File: src/rtl/act_mem_readout.sv
// Streaming read-out engine for the activation SRAM: issues row reads from a start
// address and forwards the returned 32-bit words on a valid/ready stream.
module act_mem_readout #(
    parameter int ADDR_W = 14,
    parameter int DATA_W = 32,
    parameter int CNT_W  = 16
) (
    input  logic                clk_i,
    input  logic                rst_ni,
    input  logic                start_i,
    input  logic [ADDR_W-1:0]   base_addr_i,
    input  logic [CNT_W-1:0]    n_words_i,
    output logic                busy_o,
    output logic                done_o,
    output logic                mem_req_o,
    output logic [ADDR_W-3:0]   mem_addr_o,
    input  logic [DATA_W-1:0]   mem_rdata_i,
    output logic                out_valid_o,
    output logic [DATA_W-1:0]   out_data_o,
    input  logic                out_ready_i,
    output logic [1:0]          dbg_state_o,
    output logic [1:0]          dbg_fifo_count_o
);

    // Stream handshake: a word transfers in every cycle where out_valid_o and
    // out_ready_i are both high; while valid is high and ready low, data holds.

    localparam int ROW_W = ADDR_W - 2;

    typedef enum logic [1:0] {
        S_IDLE = 2'd0,
        S_RUN  = 2'd1,
        S_FIN  = 2'd2
    } state_t;

    state_t              state, state_nxt;
    logic [ROW_W-1:0]    rd_ptr;
    logic [CNT_W-1:0]    issue_cnt;
    logic [CNT_W-1:0]    recv_cnt;
    logic                inflight;
    logic [DATA_W-1:0]   fifo_mem [2];
    logic                wr_idx;
    logic                rd_idx;
    logic [1:0]          fifo_count;
    logic                push;
    logic                pop;
    logic [2:0]          occupancy;
    logic                accept;

    // Byte-offset bits of the start address carry no information for row reads.
    logic unused_addr_bits;
    assign unused_addr_bits = ^base_addr_i[1:0];

    assign push        = inflight;
    assign pop         = out_valid_o & out_ready_i;
    assign out_valid_o = (fifo_count != 2'd0);
    assign out_data_o  = fifo_mem[rd_idx];
    assign mem_addr_o  = rd_ptr;
    assign accept      = (state == S_IDLE) && start_i;

    // Words already buffered plus the one in flight, net of the word leaving now.
    assign occupancy = {1'b0, fifo_count} + {2'b00, inflight} - {2'b00, pop};

    assign dbg_state_o      = state;
    assign dbg_fifo_count_o = fifo_count;

    always_comb begin
        state_nxt = state;
        mem_req_o = 1'b0;
        done_o    = 1'b0;
        busy_o    = 1'b0;
        case (state)
            S_IDLE: begin
                if (start_i) begin
                    state_nxt = (n_words_i == '0) ? S_FIN : S_RUN;
                end
            end
            S_RUN: begin
                busy_o    = 1'b1;
                mem_req_o = (issue_cnt != '0) && (occupancy < 3'd2);
                if (pop && (recv_cnt == CNT_W'(1))) begin
                    state_nxt = S_FIN;
                end
            end
            S_FIN: begin
                busy_o    = 1'b1;
                done_o    = 1'b1;
                state_nxt = S_IDLE;
            end
            default: begin
                state_nxt = S_IDLE;
            end
        endcase
    end

    always_ff @(posedge clk_i or negedge rst_ni) begin
        if (!rst_ni) begin
            state <= S_IDLE;
        end else begin
            state <= state_nxt;
        end
    end

    always_ff @(posedge clk_i or negedge rst_ni) begin
        if (!rst_ni) begin
            rd_ptr    <= '0;
            issue_cnt <= '0;
            recv_cnt  <= '0;
            inflight  <= 1'b0;
        end else begin
            inflight <= mem_req_o;
            if (accept) begin
                rd_ptr    <= base_addr_i[ADDR_W-1:2];
                issue_cnt <= n_words_i;
                recv_cnt  <= n_words_i;
            end else begin
                // Row pointer wraps naturally at the top of the memory.
                if (mem_req_o) begin
                    rd_ptr    <= rd_ptr + ROW_W'(1);
                    issue_cnt <= issue_cnt - CNT_W'(1);
                end
                if (pop) begin
                    recv_cnt <= recv_cnt - CNT_W'(1);
                end
            end
        end
    end

    always_ff @(posedge clk_i or negedge rst_ni) begin
        if (!rst_ni) begin
            fifo_mem[0] <= '0;
            fifo_mem[1] <= '0;
            wr_idx      <= 1'b0;
            rd_idx      <= 1'b0;
            fifo_count  <= 2'd0;
        end else begin
            if (push) begin
                fifo_mem[wr_idx] <= mem_rdata_i;
                wr_idx           <= ~wr_idx;
            end
            if (pop) begin
                rd_idx <= ~rd_idx;
            end
            fifo_count <= fifo_count + {1'b0, push} - {1'b0, pop};
        end
    end

endmodule
File: config.mk
export PLATFORM = sky130hd
export DESIGN_NAME = act_mem_readout
export DESIGN_NICKNAME = d
export VERILOG_FILES = /design/src/rtl/act_mem_readout.sv
export SDC_FILE = /design/constraint.sdc
export NUM_CORES = 1
export LEC_CHECK = 0
export BUFFER_PORTS_ARGS = -buffer_cell sky130_fd_sc_hd__buf_2
export CAP_MARGIN = 15
export CORE_UTILIZATION = 35
export CTS_BUF_LIST = sky130_fd_sc_hd__clkbuf_4 sky130_fd_sc_hd__clkbuf_8
export DETAILED_ROUTE_END_ITERATION = 7
export HOLD_SLACK_MARGIN = 0.02
export MAX_ROUTING_LAYER = met4
export PLACE_DENSITY = 0.62
export SYNTH_ARGS = -nofsm -noshare
export SYNTH_HDL_FRONTEND = slang
export SYNTH_SLANG_ARGS = --single-unit
File: constraint.sdc
create_clock -name clk_i -period 7.9 [get_ports clk_i]
set_clock_uncertainty 0.1 [all_clocks]
set_input_delay 0.395 -clock clk_i [delete_from_list [all_inputs] [get_ports clk_i]]
set_output_delay 0.395 -clock clk_i [all_outputs]
set_load 0.02 [all_outputs]
Word level (Yosys, flattened, before mapping)
Index checks and enable logic that the tools add are counted.
- register bits after elaboration: 115
- bits of input ports: 66
- output and inout port bits: 52
- $add $sub $neg: 7
- order comparisons: 4
- eq/ne operators: 5
- mux-type cells: 19
- bitwise gates (word level): 5
- reductions and logical operators: 12
- operator list (cell ; count):
    $mux 32 ; 4
    $bwmux 64 ; 1
    $mux 16 ; 4
    $demux 32 s1 ; 1
    $sub 16x1->16 const B ; 2
    $mux 12 ; 2
    $eq 16x1->1 const B ; 1
    $logic_not 16->1 ; 1
    $reduce_bool 16->1 ; 1
    $add 12x1->12 const B ; 1
    $mux 2 ; 3
    $reduce_bool 2->1 ; 3
    $ge 2x2->1 const B ; 2
    $logic_and 1x1->1 ; 4
    $ne 2x2->1 const B ; 2
    $not 1->2 ; 2
    $pmux 2 s2 ; 1
    $add 2x1->3 ; 1
    $lt 3x2->1 const B ; 1
    $mux 1 ; 3
    $sub 3x1->3 ; 1
    $add 2x1->2 ; 1
    $eq 2x1->1 const B ; 1
    $eq 2x2->1 const B ; 1
    7 further kinds ; 8

Longest topological paths before layout
- depth after elaboration: 8
- gate-level depth with buffers: 12

Worst setup path after synthesis
OpenSTA, ideal clock, no wires.
- kind: register to register
- from: register fifo_count[1] (netlist: dbg_fifo_count_o[1])
- to: register rd_ptr[8] (netlist: mem_addr_o[8])
- library setup time: 0.082 ns
- arrival time: 3.183 ns
- required time: 7.718 ns
- path slack: 4.535 ns
- stages on the path, launching flop included: 13
- cells stage by stage: dfrtp_1 -> o21a_1 -> clkbuf_1 -> ha_1 -> inv_1 -> ha_1 -> fa_1 -> nand2b_1 -> nor2_1 -> o21ai_0 -> buf_2 -> or4_1 -> a31oi_1
- longest elaborated chain between the ends: 7
- RTL lines (what ; line ; text):
    start: declaration ; 44 ; logic [1:0] fifo_count;
    start signal: assignment ; 144 ; fifo_count <= fifo_count + {1'b0, push} - {1'b0, pop};
    $reduce_bool 2->1 ; 56 ; assign out_valid_o = (fifo_count != 2'd0);
    $and 1x1->1 ; 55 ; assign pop = out_valid_o & out_ready_i;
    net pop ; 46 ; logic pop;
    $sub 3x1->3 ; 62 ; assign occupancy = {1'b0, fifo_count} + {2'b00, inflight} - {2'b00, pop};
    net occupancy[1] ; 47 ; logic [2:0] occupancy;
    $lt 3x2->1 ; 80 ; mem_req_o = (issue_cnt != '0) && (occupancy < 3'd2);
    $logic_and 1x1->1 ; 80 ;
    $mux 1 ; 72 ; case (state)
    $reduce_bool 2->1 (no source line) ; n/a ;
    end signal: assignment ; 113 ; rd_ptr <= base_addr_i[ADDR_W-1:2];
    end signal: assignment ; 119 ; rd_ptr <= rd_ptr + ROW_W'(1);
    end: declaration ; 37 ; logic [ROW_W-1:0] rd_ptr;
The timed path passes the listed nets, and every way through them passes these cells.
A chain may end at the register's enable or synchronous reset.

Worst setup path after layout
- from: register fifo_count[1] (netlist: dbg_fifo_count_o[1])
- to: output port mem_req_o
- longest elaborated chain between the ends: 6
- RTL lines (what ; line ; text):
    parallel branches: the longest is 2 deep, another holds $add 2x1->3 ; n/a ;
    $sub 3x1->3 (*) ; 62 ;
    net occupancy[1] ; 47 ;
    $lt 3x2->1 (*) ; 80 ;
    $logic_and 1x1->1 (*) ; 80 ;
    $mux 1 (*) ; 72 ;
    end: declaration ; 15 ; output logic mem_req_o,
Mark *: on every way through the listed nets, which the timed path passes.

==> flow_summary.toml <==
[outcome]
status = "finished clean"

[route]
final_antenna_net_count = 0
vias_per_cell = 5.11
drt-total-wl_microns = 13000
vias = 4202
drt_iter0_markers = 270
remaining_drc_errors = 0
avgRoutedWirePerCell_microns = 15.8
drt_pass1_iterations = 5

[timing]
tns_ns = 0
maxSlewHeadroom_pct = 32.2
finalSetupViolCount = 0
maxSlewViolCount = 0
hold_viol = 0
period_minus_slack_ns = 3.97
clock.fmax_ghz = 0.252
rsz0062_at_grt = "no"
tightest_slew_ns = 1.01
period_share_pct = 50.2
setup_slack_ns = 3.93

[floorplanning]
die_width_microns = 129
start_util_pct = 36.4
die_h_microns = 129
dieArea_sq_um = 16500
rows = 45
core_area_sq_um = 15400
io_pins = 118

[worst_setup_path]
worstPathArrival_ns = 3.47
start_kind = "flop"
critPathKind = "reg2out"
cp.required_ns = 7.40
crit_fanout = 12
crit_path_end_kind = "output port"

[power_and_ir_drop]
pwr_density_cell_nw_per_um2 = 434
p_leak_uw = 0.00298
power_uw = 2980
ir_drop_uv = 140

[synthesis]
synthFlopType = "dfrtp_1"
synth_edf_count = 0
syn_nets = 562
synth.area.top_cells = "dfrtp_1, mux2_2, xor2_1, a21oi_1, ha_1"
synthTopCellsByCount = "dfrtp_1, mux2_2, nor2_1"
synthDistinctLibCells = 45
syn_area_sq_um = 5610
yosysSeqAreaShare_pct = 51.3
synthCells = 485
synth_most_common_cell = "dfrtp_1"
synth_top_area_share_pct = 51.3
yosysWarnings = 0
ys_async_sr_fraction_pct = 100
syn_area_per_cell_sq_um = 11.6
ys_ff_latch = 115
synth_top_area_cell = "dfrtp_1"

[final_layout]
nFillCells = 1481
nets = 678
n_antenna_cell = 0
drive_gt1_share_pct = 41.5
final_util_pct = 44.5
stdcell_count = 823
syn_to_final_growth_pct = 22.4

[grt]
overflow = 0
grt_max_degree = 72
antenna_found_initial = 0
grt_usage_pct = 16.9
grt_pass1_wl_microns = 21000
grt_pass1_vias = 4280

[placed_design]
gp_congestion = 0.803
dp_hpwl_microns = 9030
pre_cts_ws_ns = 4.14
dp_cells = 792
port_buffers = 115

[cts]
htree_levels = 4
clock_path_buffers = 2
cts_buffers = 17
tritoncts = "yes"
clkLatencyLatePin_ns = 0.42
cts-root-buf = "clkbuf_8"
clkTransAtPathRegs_ns = 0.06
cts_resized = 0
clock-sinks = 115

[min_path]
hold_class = "in2reg"

[flow_run]
drv_cap = 0
[layout make-up]
type / count / area (sq um) / share of cell area (%)
Tap cell: 211 / 264 / 3.85
Timing Repair Buffer: 121 / 626 / 9.11
Inverter: 13 / 48.8 / 0.711
Sequential cell: 115 / 2880 / 41.9
Multi-Input combinational cell: 333 / 2600 / 37.9
Clock inverter: 10 / 181 / 2.64
Clock buffer: 20 / 269 / 3.92
[metrics by stage]
step	hold WS (ns)	instance area, sq um
detailed placement	0.325	6400
floorplan	-0.000591	5610
global placement	0.313	6400
finish	0.0836	6870
global route	0.0742	6870
CTS	0.0560	6870
[registers in the layout, summed over array words and instances, names as in the netlist]
register	cells
wr_idx	1
rd_idx	1
mem_addr_o	12
dbg_state_o	2
dbg_fifo_count_o	2
issue_cnt	16
recv_cnt	16
inflight	1
fifo_mem	64
[power by group]
group / switching (uW) / internal (uW)
combinational: 684 / 583
clock: 230 / 391
sequential: 209 / 884
total: 1120 / 1860
[critical path: stages, from the launching register on]
cell	delay (ns)
dfrtp_1	0.44
o21a_1	0.36
ha_1	0.34
inv_1	0.04
ha_1	0.18
fa_1	0.48
nand2b_1	0.19
nor2_1	0.30
o21ai_0	0.34
inv_1	0.18
buf_2	0.21
[what timing repair did]
item                       4_1_cts  5_1_grt
hold buffers                     1        0
setup endpoints to repair        0        0
hold endpoints to repair        44        0
setup buffers                    0        0
[layer usage]
layer | part of all wire (%) | track usage (%) | routed length [microns] | vias to the layer above
met4 | 0.58 | 4.50 | 75 | 0
met2 | 48 | 27.4 | 6290 | 105
li1 | - | - | - | 1969
met5 | 0 | - | 0 | -
met1 | 46 | 20.7 | 6000 | 2121
met3 | 4.9 | 4.74 | 640 | 7
[cells in the final DEF, fill, tap and decap left out, types with 4 or more instances in the layout]
| cell | Yosys | layout |
|---|---|---|
| nand4_1 | 5 | 5 |
| nand2_1 | 21 | 21 |
| nand3_1 | 11 | 11 |
| mux2_2 | 96 | 96 |
| clkbuf_8 | 0 | 19 |
| dfrtp_1 | 115 | 115 |
| nor2_1 | 31 | 30 |
| bufinv_16 | 0 | 5 |
| buf_4 | 0 | 6 |
| a31oi_1 | 7 | 7 |
| or3_1 | 4 | 4 |
| or4_1 | 6 | 6 |
| a21oi_1 | 30 | 30 |
| ha_1 | 10 | 10 |
| xor2_1 | 22 | 22 |
| buf_2 | 1 | 114 |
| nor4_1 | 13 | 13 |
| o21ai_0 | 13 | 13 |
| inv_1 | 13 | 13 |
| nor3_1 | 8 | 8 |
| o31ai_1 | 4 | 4 |
| xnor2_1 | 14 | 14 |
[worst paths after layout]
check                                          from             to  slack [ns]  depth (start not counted)
worst max-delay path            dbg_fifo_count_o[1]      mem_req_o        3.93                         10
worst min register to register               rd_idx         rd_idx        0.36                          1
max in group asynchronous                    rst_ni   recv_cnt[13]        5.95                          3
worst max register to register  dbg_fifo_count_o[1]  mem_addr_o[6]        4.11                         11
worst min-delay path                 base_addr_i[4]  mem_addr_o[2]        0.08                          3
min in group asynchronous                    rst_ni   fifo_mem[41]        0.41                          2
[cell families after synthesis]
logic type / after synthesis / share of synthesized area, %
AO/OA/AOI/OAI: 66 / 6.91
XOR/XNOR: 36 / 5.62
buffers and inverters: 37 / 2.52
flip-flops: 115 / 51.3
adder cells (fa/ha/maj): 11 / 2.59
multiplexers: 97 / 19.4
AND/OR/NAND/NOR: 123 / 11.6
(Power assumes the default switching activity.)
